<file path="config.mk">
export PLATFORM = sky130hd
export DESIGN_NAME = match_ctrl
export DESIGN_NICKNAME = d
export VERILOG_FILES = /design/src/rtl/match_ctrl.sv
export SDC_FILE = /design/constraint.sdc
export NUM_CORES = 1
export LEC_CHECK = 0
export ABC_CLOCK_PERIOD_IN_PS = 8189
export CAP_MARGIN = 20
export CORE_MARGIN = 4
export CORE_UTILIZATION = 51
export CTS_CLUSTER_SIZE = 25
export DETAILED_ROUTE_END_ITERATION = 8
export GPL_ROUTABILITY_DRIVEN = 0
export HOLD_SLACK_MARGIN = 0.15
export PLACE_DENSITY = 0.72
export SETUP_SLACK_MARGIN = 0.15
export SYNTH_ARGS = -nofsm -noshare
export SYNTH_HDL_FRONTEND = slang
export SYNTH_SLANG_ARGS = --single-unit
</file>
<file path="constraint.sdc">
create_clock -name clk -period 8.19 [get_ports clk]
set_clock_uncertainty 0.15 [all_clocks]
set_input_delay 1.638 -clock clk [delete_from_list [all_inputs] [get_ports clk]]
set_output_delay 1.638 -clock clk [all_outputs]
set_load 0.05 [all_outputs]
</file>
<file path="src/rtl/match_ctrl.sv">
// match_ctrl: sequences frame ticks, physics handshakes, scoring, post-point freeze and match end.
// A free-running tick divider paces phys_en launches; phys_valid results drive scoring.
module match_ctrl #(
    parameter int TICK_DIV      = 416667,
    parameter int WIN_SCORE     = 15,
    parameter int FREEZE_FRAMES = 90,
    parameter int TIMEOUT_CYC   = 64
) (
    input  logic       clk,
    input  logic       rst_n,
    input  logic       start_btn_i,
    input  logic       phys_valid_i,
    input  logic       phys_game_over_i,
    input  logic [1:0] phys_winner_i,
    output logic       phys_en_o,
    output logic       play_active_o,
    output logic [3:0] score_p1_o,
    output logic [3:0] score_p2_o,
    output logic [1:0] match_winner_o,
    output logic [2:0] state_o,
    output logic       fault_o
);
    localparam int CW = $clog2(TICK_DIV);

    typedef enum logic [2:0] {
        IDLE       = 3'd0,
        RUN        = 3'd1,
        WAIT_VALID = 3'd2,
        FREEZE     = 3'd3,
        MATCH_END  = 3'd4
    } state_t;

    state_t        state_q, state_d;
    logic [CW-1:0] cnt_q;
    logic [7:0]    frz_q, frz_d, tmo_q, tmo_d;
    logic [3:0]    p1_q, p1_d, p2_q, p2_d, new_p1, new_p2;
    logic [1:0]    win_q, win_d;
    logic          btn_q, en_q, en_d, act_q, fault_q, fault_d;
    logic          tick, start, point, reach;

    assign tick   = cnt_q == CW'(TICK_DIV - 1);
    assign start  = start_btn_i & ~btn_q;
    assign new_p1 = p1_q + 4'd1;
    assign new_p2 = p2_q + 4'd1;
    // Only winners 1 and 2 score; codes 0 and 3 are treated as a no-point frame.
    assign point  = phys_game_over_i & (phys_winner_i[0] ^ phys_winner_i[1]);
    assign reach  = (phys_winner_i[0] ? new_p1 : new_p2) == 4'(WIN_SCORE);

    always_comb begin
        state_d = state_q;
        frz_d   = frz_q;
        tmo_d   = tmo_q;
        p1_d    = p1_q;
        p2_d    = p2_q;
        win_d   = win_q;
        fault_d = fault_q;
        en_d    = 1'b0;
        case (state_q)
            IDLE, MATCH_END: if (start) begin
                p1_d    = '0;
                p2_d    = '0;
                win_d   = '0;
                fault_d = 1'b0;
                state_d = RUN;
            end
            RUN: if (tick) begin
                en_d    = 1'b1;
                tmo_d   = '0;
                state_d = WAIT_VALID;
            end
            WAIT_VALID: if (phys_valid_i) begin
                if (point) begin
                    p1_d    = phys_winner_i[0] ? new_p1 : p1_q;
                    p2_d    = phys_winner_i[1] ? new_p2 : p2_q;
                    win_d   = reach ? phys_winner_i : win_q;
                    frz_d   = reach ? frz_q : 8'(FREEZE_FRAMES);
                    state_d = reach ? MATCH_END : FREEZE;
                end else begin
                    state_d = RUN;
                end
            end else if (tmo_q == 8'(TIMEOUT_CYC - 1)) begin
                fault_d = 1'b1;
                state_d = IDLE;
            end else begin
                tmo_d = tmo_q + 8'd1;
            end
            FREEZE: if (tick) begin
                frz_d   = frz_q - 8'd1;
                state_d = frz_q == 8'd1 ? RUN : FREEZE;
            end
            default: state_d = IDLE;
        endcase
    end

    always_ff @(posedge clk or negedge rst_n) begin
        if (!rst_n) begin
            state_q <= IDLE;
            cnt_q   <= '0;
            frz_q   <= '0;
            tmo_q   <= '0;
            p1_q    <= '0;
            p2_q    <= '0;
            win_q   <= '0;
            btn_q   <= 1'b1;
            en_q    <= 1'b0;
            act_q   <= 1'b0;
            fault_q <= 1'b0;
        end else begin
            state_q <= state_d;
            cnt_q   <= tick ? '0 : cnt_q + 1'b1;
            frz_q   <= frz_d;
            tmo_q   <= tmo_d;
            p1_q    <= p1_d;
            p2_q    <= p2_d;
            win_q   <= win_d;
            btn_q   <= start_btn_i;
            en_q    <= en_d;
            act_q   <= state_d == RUN || state_d == WAIT_VALID;
            fault_q <= fault_d;
        end
    end

    assign phys_en_o      = en_q;
    assign play_active_o  = act_q;
    assign score_p1_o     = p1_q;
    assign score_p2_o     = p2_q;
    assign match_winner_o = win_q;
    assign state_o        = state_q;
    assign fault_o        = fault_q;
endmodule

</file>
==> metrics.yaml <==
outcome:
  outcome: "finished clean"
drt:
  firstDrtPassIters: 4
  dr_wl_met2_um: 2510
  vias: 2028
  wl_um: 5160
  drt-initial-drc-count: 107
  routed_via_density: 5.62
  wl_met1_um: 2390
  highest_layer: "met4"
  final_antenna_net_count: 0
  routedWlPerCell_um: 14.3
  drc: 0
  wl_met3_um: 197
clocking:
  ctsHoldBuffers: 0
  clk_path_buf_depth: 2
  clk_pin_slew_ns: 0.10
  root_buffer: "clkbuf_8"
  cts_made_buffers: 5
  cts_tree: "built"
  numClockSinks: 52
  cts.repair.resized: 0
  insertion_delay_ns: 0.31
  cts_max_level: 2
  postCtsSetupBuffers: 0
yosys:
  synthAdderAreaFrac_pct: 3.31
  ys_types: 50
  ys_ff_latch: 52
  synth-edff-count: 0
  netlist_instances: 268
  synth-compound-area-share_pct: 11.3
  synthMuxAreaShare_pct: 0
  synthSimpleGateAreaFrac_pct: 24.6
  yosys_most_used_dff: "dfrtp_1"
  synth_xor_area_share_pct: 9.27
  synth_top_family_by_area: "simple AND/OR/NAND/NOR gates"
  async_reset_ff_share_pct: 100
  yosys_warnings: 0
  syn_avg_cell_area_um2: 9.87
  netlist_area_mm2: 0.00265
  yosysSeqAreaShare_pct: 49.2
  syn_nets: 282
setup_path:
  crit_cells: 8
  worstPathCellList: "clkdlybuf4s50_1 > nand4b_1 > o22ai_1 > nor2_1 > a311oi_2 > inv_2 > nand4b_1 > a21oi_1"
  startpoint_type: "input pin"
  cpPeakStageDelay_ns: 0.85
  crit_family: "compound AO/OA/AOI/OAI gates"
  critPathArrivalTime_ns: 4.20
  crit_required_ns: 8.23
  reg2reg_slack_ns: 4.99
  path_buf_inv: 2
  rr_worst_depth: 7
  critPathMaxFanout: 14
  r2r-end: "tmo_q[6]"
  end_kind: "flip-flop"
  cpMostUsedCell: "nand4b_1"
  worst-setup-path-type: "input pin to flip-flop"
  r2r_start: "cnt_q[10]"
  cp_slowest_cell: "a311oi_2"
global_route:
  track_usage_pct: 17.4
  antenna_found_initial: 0
  grt_overflow: 0
  grt_pass1_wl_um: 8870
  grt_pass1_vias: 1959
  grt_max_degree: 53
hold_path:
  min_from: "cnt_q[13]"
  holdCritPathClass: "flip-flop to flip-flop"
  holdPathStages: 1
  min_to: "cnt_q[13]"
floorplan:
  die_area_mm2: 0.00640
  initial_core_util_pct: 54.2
  die_x_um: 80.0
  die_y_um: 80.0
  core_area_mm2: 0.00488
  io_pins: 23
  rows: 25
final_layout:
  fin_cells: 361
  syn_to_final_growth_pct: 14.7
  final_common_cell: "dfrtp_1"
  num-nets-final: 307
  drive_above_1_share_pct: 6.80
  n_fill_cell: 428
  antenna_cells: 0
  layout_common_cells: "51 x dfrtp_1, 36 x nor2_1, 28 x nand2_1"
  finish.instance_area_mm2: 0.00303
placement:
  post_dp_cell_area_mm2: 0.00292
  dpl.hpwl_um: 3690
  port_buffers: 22
  placed_cells: 353
sta:
  final.min_clock_period_ns: 4.16
  slew-limit-headroom_pct: 37.4
  post-route-period-util_pct: 50.8
  tightest_slew_ns: 0.938
  grt_setup_unrepaired: "no"
  slew_violations: 0
  hold_violations: 0
  fin_tns_setup_ns: 0
  fmax_ghz: 0.240
  setup_violations: 0
power_and_ir_drop:
  peakVddDrop_mv: 0.111
  power_density_mw_per_mm2: 149
  leakagePower_uw: 0.00133
run:
  drv_cap: 0
-- metal layers --
layer  global-route usage [%]  up-vias
met2                     29.9       38
met4                     4.73        0
li1                         -     1005
met5                        0        -
met3                     3.72        6
met1                     22.2      979
-- stage by stage --
stage | power [uW] | setup slack (ns) | utilization (%) | hold slack [ns]
after floorplan | 272 | 4.69 | - | 0.306
after global placement | 283 | 3.80 | 59.9 | 0.335
after detailed placement | 283 | 3.73 | 59.9 | 0.334
after CTS | 457 | 4.04 | 62.2 | 0.349
after global routing | 469 | 3.73 | 62.2 | 0.375
final | 453 | 4.03 | 62.2 | 0.348
-- report_power, final --
part	leakage, uW	total [uW]	internal (uW)	switching (uW)
Combinational	0.000586	18.0	5.69	12.3
Clock	0.0000541	176	90.5	85.0
Sequential	0.000691	260	258	1.79
-- flip-flops by register name, indices dropped and copies added, names as in the netlist --
name and cells:
cnt_q 19, frz_q 8, tmo_q 8, score_p1_o 4, score_p2_o 4, state_o 3
match_winner_o 2, btn_q 1, fault_o 1, phys_en_o 1, play_active_o 1
-- logic make-up after synthesis --
family          after synthesis
simple gates                127
flops                        52
compound gates               41
buf+inv                      13
xor+xnor                     28
fa+ha+maj                     7
-- Yosys cell counts, types with 3 or more instances --
cell type | n | area, um^2
ha_1 | 7 | 87.6
inv_1 | 6 | 22.5
nor2_1 | 36 | 135
xnor2_1 | 12 | 105
o22ai_1 | 3 | 18.8
nand4_1 | 6 | 37.5
o21ai_0 | 9 | 45.0
nand3_1 | 18 | 90.1
xor2_1 | 16 | 140
or4_1 | 7 | 52.6
and3_1 | 4 | 25.0
dfrtp_1 | 51 | 1280
a32o_1 | 3 | 30.0
nor3_1 | 5 | 25.0
nand2_1 | 28 | 105
nand4b_1 | 3 | 26.3
or3_1 | 4 | 25.0
a21oi_1 | 7 | 35.0
-- worst register-to-register path, cell delays in order (launching register included) --
cell and delay, ns:
dfrtp_1 0.42, or4b_1 0.51, or3_1 0.46, or3_1 0.40
a311oi_2 0.84, inv_2 0.09, nand4b_1 0.13, a21oi_1 0.07
-- how the worst max path moves through the flow --
stage	startpoint	end	slack, ns
after floorplan	phys_winner_i[0]	tmo_q[3]	4.69
after global placement	phys_winner_i[0]	tmo_q[6]	3.80
after detailed placement	phys_winner_i[0]	tmo_q[6]	3.73
after CTS	phys_winner_i[0]	tmo_q[6]	4.04
after global routing	phys_winner_i[0]	tmo_q[6]	3.73
final	phys_winner_i[0]	tmo_q[6]	4.03
-- cell type report --
type,instances,area (um^2),share of cell area [%]
sequential,52,1300,42.9
tap,67,83.8,2.76
clock buffer,5,68.8,2.27
multi-input combinational,203,1280,42.3
timing repair buffer,23,223,7.34
inverter,8,30.0,0.990
clock inverter,3,42.5,1.40
Note: power is estimated with default switching activity, not from simulation.
